<file path="config.mk">
export PLATFORM = sky130hd
export DESIGN_NAME = jt10_adpcma_ctrl
export DESIGN_NICKNAME = d
export VERILOG_FILES = /design/src/rtl/jt10_adpcma_ctrl_pkg.sv /design/src/rtl/jt10_adpcma_pend.sv /design/src/rtl/jt10_adpcma_ctrl.sv
export SDC_FILE = /design/constraint.sdc
export NUM_CORES = 1
export LEC_CHECK = 0
export BUFFER_PORTS_ARGS = -buffer_cell sky130_fd_sc_hd__buf_4
export CAP_MARGIN = 20
export CORE_MARGIN = 2
export CORE_UTILIZATION = 55
export CTS_CLUSTER_DIAMETER = 60
export DETAILED_ROUTE_END_ITERATION = 6
export GPL_TIMING_DRIVEN = 1
export PLACE_DENSITY = 0.76
export SLEW_MARGIN = 15
export SYNTH_ARGS = -nofsm -noshare
export SYNTH_HDL_FRONTEND = slang
export SYNTH_SLANG_ARGS = --single-unit
</file>
<file path="constraint.sdc">
create_clock -name clk -period 14.63 [get_ports clk]
set_input_delay 0 -clock clk [delete_from_list [all_inputs] [get_ports clk]]
set_output_delay 0 -clock clk [all_outputs]
set_load 0.02 [all_outputs]
</file>
<file path="src/rtl/jt10_adpcma_ctrl_pkg.sv">
// Shared constants and helpers for the ADPCM-A CPU register controller.
// Register bases are the channel-0 addresses; channels 0..5 follow contiguously.
package jt10_adpcma_ctrl_pkg;

  localparam int CH_N = 6;

  localparam logic [7:0] ADPCMA_KEY = 8'h00;
  localparam logic [7:0] START_L    = 8'h10;
  localparam logic [7:0] START_H    = 8'h18;
  localparam logic [7:0] END_L      = 8'h20;
  localparam logic [7:0] END_H      = 8'h28;

  // Returns {valid, index}; valid only when exactly one bit is set.
  function automatic logic [3:0] onehot_to_idx(input logic [5:0] oh);
    logic [2:0] idx;
    int unsigned cnt;
    idx = 3'd0;
    cnt = 0;
    for (int i = 0; i < 6; i++) begin
      if (oh[i]) begin
        idx = 3'(i);
        cnt = cnt + 1;
      end
    end
    return {(cnt == 1), idx};
  endfunction

endpackage

</file>
<file path="src/rtl/jt10_adpcma_pend.sv">
// Per-channel request holder: key-on/off and start/end address requests
// plus the address shadows. A write on the same edge as service wins.
module jt10_adpcma_pend
  import jt10_adpcma_ctrl_pkg::*;
(
  input  logic        clk,
  input  logic        rst,
  input  logic        svc,
  input  logic        key_on,
  input  logic        key_off,
  input  logic        wr_lo_s,
  input  logic        wr_hi_s,
  input  logic        wr_lo_e,
  input  logic        wr_hi_e,
  input  logic [7:0]  din,
  output logic        pon,
  output logic        poff,
  output logic        pstart,
  output logic        pend,
  output logic        en,
  output logic [15:0] start_addr,
  output logic [15:0] end_addr
);

  logic        pon_q, pon_d;
  logic        poff_q, poff_d;
  logic        pstart_q, pstart_d;
  logic        pend_q, pend_d;
  logic        en_q, en_d;
  logic [7:0]  lo_s_q, lo_s_d;
  logic [7:0]  lo_e_q, lo_e_d;
  logic [15:0] start_q, start_d;
  logic [15:0] end_q, end_d;

  always_comb begin
    pon_d    = pon_q;
    poff_d   = poff_q;
    pstart_d = pstart_q;
    pend_d   = pend_q;
    en_d     = en_q;
    lo_s_d   = lo_s_q;
    lo_e_d   = lo_e_q;
    start_d  = start_q;
    end_d    = end_q;

    if (svc) begin
      if (pon_q)  en_d = 1'b1;
      if (poff_q) en_d = 1'b0;
      pon_d  = 1'b0;
      poff_d = 1'b0;
      // Only one address update per slot; start goes first.
      if (pstart_q) pstart_d = 1'b0;
      else          pend_d   = 1'b0;
    end

    if (key_on) begin
      pon_d  = 1'b1;
      poff_d = 1'b0;
    end
    if (key_off) begin
      poff_d = 1'b1;
      pon_d  = 1'b0;
    end

    if (wr_lo_s) lo_s_d = din;
    if (wr_lo_e) lo_e_d = din;
    if (wr_hi_s) begin
      start_d  = {din, lo_s_q};
      pstart_d = 1'b1;
    end
    if (wr_hi_e) begin
      end_d  = {din, lo_e_q};
      pend_d = 1'b1;
    end
  end

  always_ff @(posedge clk or posedge rst) begin
    if (rst) begin
      pon_q    <= 1'b0;
      poff_q   <= 1'b0;
      pstart_q <= 1'b0;
      pend_q   <= 1'b0;
      en_q     <= 1'b0;
      lo_s_q   <= 8'd0;
      lo_e_q   <= 8'd0;
      start_q  <= 16'd0;
      end_q    <= 16'd0;
    end else begin
      pon_q    <= pon_d;
      poff_q   <= poff_d;
      pstart_q <= pstart_d;
      pend_q   <= pend_d;
      en_q     <= en_d;
      lo_s_q   <= lo_s_d;
      lo_e_q   <= lo_e_d;
      start_q  <= start_d;
      end_q    <= end_d;
    end
  end

  assign pon        = pon_q;
  assign poff       = poff_q;
  assign pstart     = pstart_q;
  assign pend       = pend_q;
  assign en         = en_q;
  assign start_addr = start_q;
  assign end_addr   = end_q;

endmodule

</file>
<file path="src/rtl/jt10_adpcma_ctrl.sv">
// ADPCM-A CPU register controller: decodes writes into per-channel requests
// and issues them as pulses aligned to each channel's counter slot.
module jt10_adpcma_ctrl
  import jt10_adpcma_ctrl_pkg::*;
(
  input  logic        clk,
  input  logic        rst,
  input  logic        cen,
  input  logic [5:0]  cur_ch,
  input  logic        wr,
  input  logic [7:0]  addr,
  input  logic [7:0]  din,
  output logic        aon,
  output logic        aoff,
  output logic [15:0] addr_in,
  output logic [2:0]  addr_ch,
  output logic        up_start,
  output logic        up_end,
  output logic [5:0]  en_ch,
  output logic        busy
);

  logic [CH_N-1:0] pon, poff, pstart, pend, svc_vec;
  logic [CH_N-1:0] key_on_vec, key_off_vec;
  logic [15:0]     start_arr [CH_N];
  logic [15:0]     end_arr   [CH_N];
  logic [3:0]      oh_res;
  logic            oh_valid;
  logic            is_key;
  logic            ch_ok;
  logic [2:0]      wch;
  logic [4:0]      blk;

  assign oh_res   = onehot_to_idx(cur_ch);
  assign oh_valid = oh_res[3];
  assign svc_vec  = (cen && oh_valid) ? cur_ch : '0;

  assign is_key      = wr && (addr == ADPCMA_KEY);
  assign key_on_vec  = (is_key && !din[7]) ? din[5:0] : '0;
  assign key_off_vec = (is_key &&  din[7]) ? din[5:0] : '0;

  // Channel field is the low 3 bits; 6 and 7 fall through as no-ops.
  assign wch   = addr[2:0];
  assign blk   = addr[7:3];
  assign ch_ok = wr && (wch < 3'd6);

  for (genvar c = 0; c < CH_N; c++) begin : g_ch
    logic sel;
    assign sel = ch_ok && (wch == 3'(c));

    jt10_adpcma_pend u_pend (
      .clk        (clk),
      .rst        (rst),
      .svc        (svc_vec[c]),
      .key_on     (key_on_vec[c]),
      .key_off    (key_off_vec[c]),
      .wr_lo_s    (sel && (blk == START_L[7:3])),
      .wr_hi_s    (sel && (blk == START_H[7:3])),
      .wr_lo_e    (sel && (blk == END_L[7:3])),
      .wr_hi_e    (sel && (blk == END_H[7:3])),
      .din        (din),
      .pon        (pon[c]),
      .poff       (poff[c]),
      .pstart     (pstart[c]),
      .pend       (pend[c]),
      .en         (en_ch[c]),
      .start_addr (start_arr[c]),
      .end_addr   (end_arr[c])
    );
  end

  assign aon  = |(pon  & svc_vec);
  assign aoff = |(poff & svc_vec);
  assign busy = |(pon | poff | pstart | pend);

  always_comb begin
    up_start = 1'b0;
    up_end   = 1'b0;
    addr_in  = 16'd0;
    addr_ch  = 3'd0;
    for (int i = 0; i < CH_N; i++) begin
      if (svc_vec[i]) begin
        if (pstart[i]) begin
          up_start = 1'b1;
          addr_in  = start_arr[i];
          addr_ch  = 3'(i);
        end else if (pend[i]) begin
          up_end  = 1'b1;
          addr_in = end_arr[i];
          addr_ch = 3'(i);
        end
      end
    end
  end

endmodule

</file>
# Word-level counts from Yosys, hierarchy flattened

Cells that the tools add are included.

$add $sub $neg: 5
Magnitude comparators: 1
Eq/ne operators: 16
Mux-type cells: 138
Bitwise operators: 5
Reductions and logical operators: 77

Operators by type and width:

| operator                                             | count |
|---|---|
| two-way mux 16 bit                                   | 18 |
| adder 32 x 1 -> 32 bit, second input constant        | 5 |
| two-way mux 32 bit                                   | 5 |
| two-way mux 1 bit                                    | 100 |
| two-way mux 3 bit                                    | 12 |
| nonzero test 2 bit                                   | 18 |
| logical AND 1 bit                                    | 35 |
| equality test 32 x 1 -> 1 bit, second input constant | 1 |
| AND reduction 2 bit                                  | 12 |
| two-way mux 6 bit                                    | 3 |
| bitwise OR 6 bit                                     | 3 |
| nonzero test 3 bit                                   | 6 |
| OR reduction 6 bit                                   | 3 |
| bitwise AND 6 bit                                    | 2 |
| != test 2 x 1 -> 1 bit, second input constant        | 6 |
| equality test 5 x 2 -> 1 bit, second input constant  | 2 |
| equality test 5 x 3 -> 1 bit, second input constant  | 2 |
| zero test 8 bit                                      | 1 |
| equality test 3 x 2 -> 1 bit, second input constant  | 2 |
| equality test 3 bit, second input constant           | 2 |
| equality test 3 x 1 -> 1 bit, second input constant  | 1 |
| zero test 3 bit                                      | 1 |
| less-than comparator 3 bit, second input constant    | 1 |
| zero test 1 bit                                      | 1 |

Register bits: 318
Input port bits: 26
Output and inout port bits: 30
Logic and storage cells: 296

# Longest topological paths before layout

Depth in word-level cells: 30
Depth in mapped cells: 21
Mapped depth without buffers: 18

# By module

Synthesis repeated with hierarchy kept, for this count alone.

Cell total of the unflattened synthesis: 1101
Area total of the unflattened synthesis: 14901.8 µm²

By module, submodules not included:

| module           | instances | cells an instance | area each (µm²) | sequential area each (µm²) |
|---|---|---|---|---|
| jt10_adpcma_pend | 6         | 118               | 2072.0          | 1326.3 |
| jt10_adpcma_ctrl | 1         | 393               | 2469.9          | 0.0 |

# Worst setup path after synthesis

Ideal clock, no wire load.

Kind: input-to-output
From: input cur_ch[0]
To: output addr_in[10]
Arrival: 3.781 ns
Data required time: 14.630 ns
Setup slack: 10.849 ns
Stages: 20
Path buffers: 4
Cell sequence: clkbuf_1 -> clkbuf_1 -> inv_1 -> ha_1 -> xor2_1 -> ha_1 -> nand2b_1 -> o31ai_1 -> inv_1 -> ha_1 -> nand2_1 -> o21ai_0 -> ha_1 -> nand2_1 -> xor2_1 -> or3_1 -> a21bo_2 -> buf_6 -> buf_6 -> a21oi_1

Word-level cells in the longest chain between the ends: 30

RTL lines:

| what                   | RTL line                   | RTL |
|---|---|---|
| start: declaration     | jt10_adpcma_ctrl.sv:9      | `input logic [5:0] cur_ch,` |
| two-way mux 1 bit      | jt10_adpcma_ctrl_pkg.sv:20 | `if (oh[i]) begin` |
| adder 32 x 1 -> 32 bit | jt10_adpcma_ctrl_pkg.sv:22 | `cnt = cnt + 1;` |
| two-way mux 32 bit     | jt10_adpcma_ctrl_pkg.sv:20 |  |
| adder 32 x 1 -> 32 bit | jt10_adpcma_ctrl_pkg.sv:22 |  |
| two-way mux 32 bit     | jt10_adpcma_ctrl_pkg.sv:20 |  |
| adder 32 x 1 -> 32 bit | jt10_adpcma_ctrl_pkg.sv:22 |  |
| two-way mux 32 bit     | jt10_adpcma_ctrl_pkg.sv:20 |  |
| adder 32 x 1 -> 32 bit | jt10_adpcma_ctrl_pkg.sv:22 |  |
| (+14 left out)         | n/a                        |  |
| two-way mux 16 bit     | jt10_adpcma_ctrl.sv:83     | `if (pstart[i]) begin` |
| two-way mux 16 bit     | jt10_adpcma_ctrl.sv:82     | `if (svc_vec[i]) begin` |
| two-way mux 16 bit     | jt10_adpcma_ctrl.sv:87     | `end else if (pend[i]) begin` |
| two-way mux 16 bit     | jt10_adpcma_ctrl.sv:83     |  |
| two-way mux 16 bit     | jt10_adpcma_ctrl.sv:82     |  |
| two-way mux 16 bit     | jt10_adpcma_ctrl.sv:87     |  |
| two-way mux 16 bit     | jt10_adpcma_ctrl.sv:83     |  |
| two-way mux 16 bit *   | jt10_adpcma_ctrl.sv:82     |  |
| end: declaration       | jt10_adpcma_ctrl.sv:15     | `output logic [15:0] addr_in,` |

Mark *: on every way between the ends. The rest lies on a longest branch, timed or not.

# Worst setup path after layout

From: input cur_ch[1]
To: output addr_in[11]

Word-level cells in the longest chain between the ends: 28

RTL lines:

| what                   | RTL line |
|---|---|
| two-way mux 32 bit     | jt10_adpcma_ctrl_pkg.sv:20 |
| adder 32 x 1 -> 32 bit | jt10_adpcma_ctrl_pkg.sv:22 |
| two-way mux 32 bit     | jt10_adpcma_ctrl_pkg.sv:20 |
| adder 32 x 1 -> 32 bit | jt10_adpcma_ctrl_pkg.sv:22 |
| two-way mux 32 bit     | jt10_adpcma_ctrl_pkg.sv:20 |
| adder 32 x 1 -> 32 bit | jt10_adpcma_ctrl_pkg.sv:22 |
| two-way mux 32 bit     | jt10_adpcma_ctrl_pkg.sv:20 |
| adder 32 x 1 -> 32 bit | jt10_adpcma_ctrl_pkg.sv:22 |
| (+12 left out)         | n/a |
| two-way mux 16 bit     | jt10_adpcma_ctrl.sv:83 |
| two-way mux 16 bit     | jt10_adpcma_ctrl.sv:82 |
| two-way mux 16 bit     | jt10_adpcma_ctrl.sv:87 |
| two-way mux 16 bit     | jt10_adpcma_ctrl.sv:83 |
| two-way mux 16 bit     | jt10_adpcma_ctrl.sv:82 |
| two-way mux 16 bit     | jt10_adpcma_ctrl.sv:87 |
| two-way mux 16 bit     | jt10_adpcma_ctrl.sv:83 |
| two-way mux 16 bit *   | jt10_adpcma_ctrl.sv:82 |

Marked as above.

==> results.cfg <==
[run_status]
outcome = complete, no violations

[floorplanning]
initial_core_utilization_pct = 55.93
height_of_the_chip_um = 166.6
floorplan.die_area_um2 = 27740
core_um2 = 25980
floorplan_row_count = 59
die_w_um = 166.6
design.portCount = 56

[global_route]
grt_antenna_before_repair = 1
wire_length_of_the_first_global_routing_pass_mm = 58.73
globalRoute.totalOverflow = 0
grt_usage_pct = 27.09
grt_pass1_vias = 10190
grt_max_degree = 183

[power]
pwr_density_cell_nw_per_um2 = 125.0
power_frac_seq_pct = 46.8
clkPwrFrac_pct = 42.0
swShare_pct = 25.85
design_power_total_mw = 2.033
power.combinational.fraction_pct = 11.2
intPower_mw = 1.507
static-leakage-power_nw = 7.841
power.switching_mw = 0.5254
worst_supply_voltage_drop_on_vdd_v = 0.0001301

[worst_setup_path]
critPathLaunchType = input port
cp-startpoint = cur_ch[1]
cp_buf_inv_count = 5
required_ps = 14630
slowest_stage = sky130_fd_sc_hd__a21bo_2
worstReg2RegStart = g_ch[4].u_pend.pstart$_DFFE_PP0P_
arrival_ps = 4640
crit_top_cell = sky130_fd_sc_hd__ha_1
critical_path_class = in2out
worstSetupEndpointType = primary output
worst_path_dominant_cell_family = buffers and inverters
crit_path_cell_trace = dlygate4sd3_1 -> buf_4 -> inv_1 -> ha_1 -> xor2_1 -> ha_1 -> nand2b_1 -> o31ai_1 -> inv_1 -> ha_1 -> nand2_1 -> o21ai_0 -> ha_1 -> and3b_1 -> mux2i_1 -> o211ai_2 -> a21bo_2 -> a21oi_1 -> buf_4
max_stage_delay_ps = 630
critical_path.max_fanout = 30

[route]
dr_total_vias = 10040
count_of_antenna_violating_nets_left_after_detailed_routing = 0
count_of_tritonroute_iterations_in_the_first_routing_pass = 5
detail_route.drc_violations = 0
wire_length_reported_by_the_detailed_router_mm = 37.22
detail_route.wl_per_cell_um = 23.87
vias_per_cell = 6.438
drt-initial-drc-count = 935

[sta]
clock-skew-final_ps = 7.089
setup_total_negative_slack_ps = 0
timing_max_transition_violations_final = 0
finalWorstPathRequiredPeriod_ps = 4639
max_slew_margin_pct = 24.23
hold_viol = 0
setup_viol_count_final = 0
tightest_slew_ps = 1134
period_share_pct = 31.71
timing.fmax_ghz = 0.2156
unrepaired_setup_endpoints_after_global_routing = false

[clock_network]
cts_tree = yes
htree_num_levels = 2
cts.reportedPaths.clkPinSlew_ps = 60
post_cts_setup_bufs = 0
cts_root_buf = sky130_fd_sc_hd__clkbuf_16
clock_latency_ps = 510
cts.path.max_buffers = 3
clock_sinks = 318
cts-buffers-inserted = 34

[synthesis]
post_synth_xor_area_fraction_pct = 0.4133
postSynthCellCount = 1186
seq_cells_post_synth = 318
yosys.cell_count.top_type = sky130_fd_sc_hd__dfrtp_1
synthTopCellsByCount = sky130_fd_sc_hd__dfrtp_1, sky130_fd_sc_hd__mux2_2, sky130_fd_sc_hd__nand2_1, sky130_fd_sc_hd__clkbuf_1, sky130_fd_sc_hd__a21oi_1
yosys_warnings = 0
synth.mux.area_fraction_pct = 22.38
synth.top_cell.area_share_pct = 54.76
syn-mean-instance-area_um2 = 12.25
ys_types = 55
syn_nets = 1217
syn-cell-area_um2 = 14530
synth_enable_flop_cells = 0
synthSimpleGateAreaFrac_pct = 6.259
adder_cell_share_of_the_synthesized_area_pct = 0.4305
ys_dominant_reg_cell = sky130_fd_sc_hd__dfrtp_1
post-synth-top-area-cell = sky130_fd_sc_hd__dfrtp_1
synth_compound_area_share_pct = 12.79
synth_top_family_by_area = multiplexers
synthArstFlopShare_pct = 100.0
sequential_to_total_area_share_from_yosys_stat_pct = 54.76
netlist_top_cells_area = sky130_fd_sc_hd__dfrtp_1, sky130_fd_sc_hd__mux2_2, sky130_fd_sc_hd__nand2_1, sky130_fd_sc_hd__a22o_1, sky130_fd_sc_hd__clkbuf_1

[final_layout]
area_delta_synth_final_pct = 11.92
num_antenna_cells = 0
final.fill_count = 2026
fraction_of_final_layout_cells_with_drive_strength_greater_than_1_pct = 34.23
layout.nets = 1234

[placed_design]
finalWeightedCongestion = 0.9152
dp.final_hpwl_mm = 23.92
port_buffers = 55

[job]
drv.max_cap_violation_count = 0

[worst_hold_path]
hold_path.class = in2reg
worstHoldStart = cur_ch[4]
worst register-to-register path, cell delays in order (launching register included):
cell and delay (ps):
sky130_fd_sc_hd__dfrtp_1 860, sky130_fd_sc_hd__inv_1 450, sky130_fd_sc_hd__a41oi_1 270
cell type report:
cell class	count	area [um2]	area share, %
clock buffers	52	1030	6.331
clock inverters	5	81.33	0.5000
inverters	10	45.04	0.2769
multi-input cells	766	6150	37.81
flip-flops and latches	318	7958	48.92
well taps	335	419.2	2.577
repair buffers	73	583.1	3.585
path summary, 6_finish.rpt:
kind                       depth (start not counted)                                  endpoint  slack, ps
hold / removal                                     2             g_ch[4].u_pend.en$_DFFE_PP0P_         20
min in group asynchronous                          3      g_ch[4].u_pend.lo_e_q[5]$_DFFE_PP0P_        220
setup reg to reg                                   2           g_ch[4].u_pend.pend$_DFFE_PP0P_      12960
setup / recovery                                  19                               addr_in[11]       9990
hold reg to reg                                    1  g_ch[4].u_pend.start_addr[0]$_DFFE_PP0P_        490
max in group asynchronous                          4  g_ch[0].u_pend.start_addr[1]$_DFFE_PP0P_      12950
placed cells by master (no fill, tap or decap), drive strengths merged, types with 3 or more instances in the layout:
| cell type | instances |
|---|---|
| nor2b | 10 |
| a221oi | 4 |
| buf | 63 |
| dfrtp | 318 |
| o221ai | 4 |
| o31ai | 3 |
| a221o | 11 |
| a22o | 40 |
| o22ai | 26 |
| o211ai | 3 |
| a31o | 6 |
| or2 | 3 |
| a211oi | 11 |
| nand2 | 100 |
| ha | 5 |
| mux2 | 288 |
| and3 | 9 |
| nand2b | 5 |
| nor2 | 33 |
| o21ai | 49 |
| a22oi | 37 |
| clkbuf | 52 |
| nor3 | 8 |
| o32a | 4 |
| a21oi | 51 |
| xor2 | 4 |
| a31oi | 14 |
| nor4 | 6 |
| nand3 | 13 |
| dlygate4sd3 | 10 |
| inv | 11 |
state kept, by name, indices dropped and copies added, names as in the netlist:
signal                  cells
g_ch.u_pend.end_addr       96
g_ch.u_pend.start_addr     96
g_ch.u_pend.lo_e_q         48
g_ch.u_pend.lo_s_q         48
g_ch.u_pend.en              6
g_ch.u_pend.pend            6
g_ch.u_pend.poff            6
g_ch.u_pend.pon             6
g_ch.u_pend.pstart          6
power by group through the flow:
stage | Sequential, mW | Clock [mW] | Combinational [mW]
finish | 0.951 | 0.855 | 0.227
global route | 0.955 | 0.907 | 0.244
CTS | 0.950 | 0.864 | 0.221
detailed placement | 0.966 | 0 | 0.218
global placement | 0.964 | 0 | 0.214
floorplan | 0.943 | 0 | 0.167
cells by family after synthesis:
logic type	Yosys count
DFF	318
muxes	289
xor gates and xnor gates	5
adders and majority gates	5
buffers and inverters	102
and+or+nand+nor	197
AOI/OAI and AO/OA	270
metal layers:
metal  track usage [%]  wire (um)  vias to the layer above
li1                  -          -                     4398
met1             36.85      15460                     5121
met2             42.54      17440                      422
met3             6.179       2928                       96
met4             10.83       1387                        0
met5                 0          0                        -
through the flow:
stage / hold slack (ps) / std cells / instance area, um2 / utilization, % / setup WS, ps
floorplan: 151.7 / 1186 / 14530 / - / 5830
global placement: 258.5 / 1491 / 15050 / 57.92 / 10760
detailed placement: 267.3 / 1491 / 15050 / 57.92 / 10600
CTS: 3.319 / 1558 / 16260 / 62.58 / 10110
global route: 41.07 / 1559 / 16270 / 62.60 / 9799
finish: 21.68 / 1559 / 16270 / 62.60 / 9991
what timing repair did:
| item | in CTS | in global routing |
|---|---|---|
| gates resized for setup | 0 | 0 |
| hold buffers | 10 | 0 |
| endpoints found under the hold margin | 152 | 0 |
Note: power is estimated with default switching activity, not from simulation.
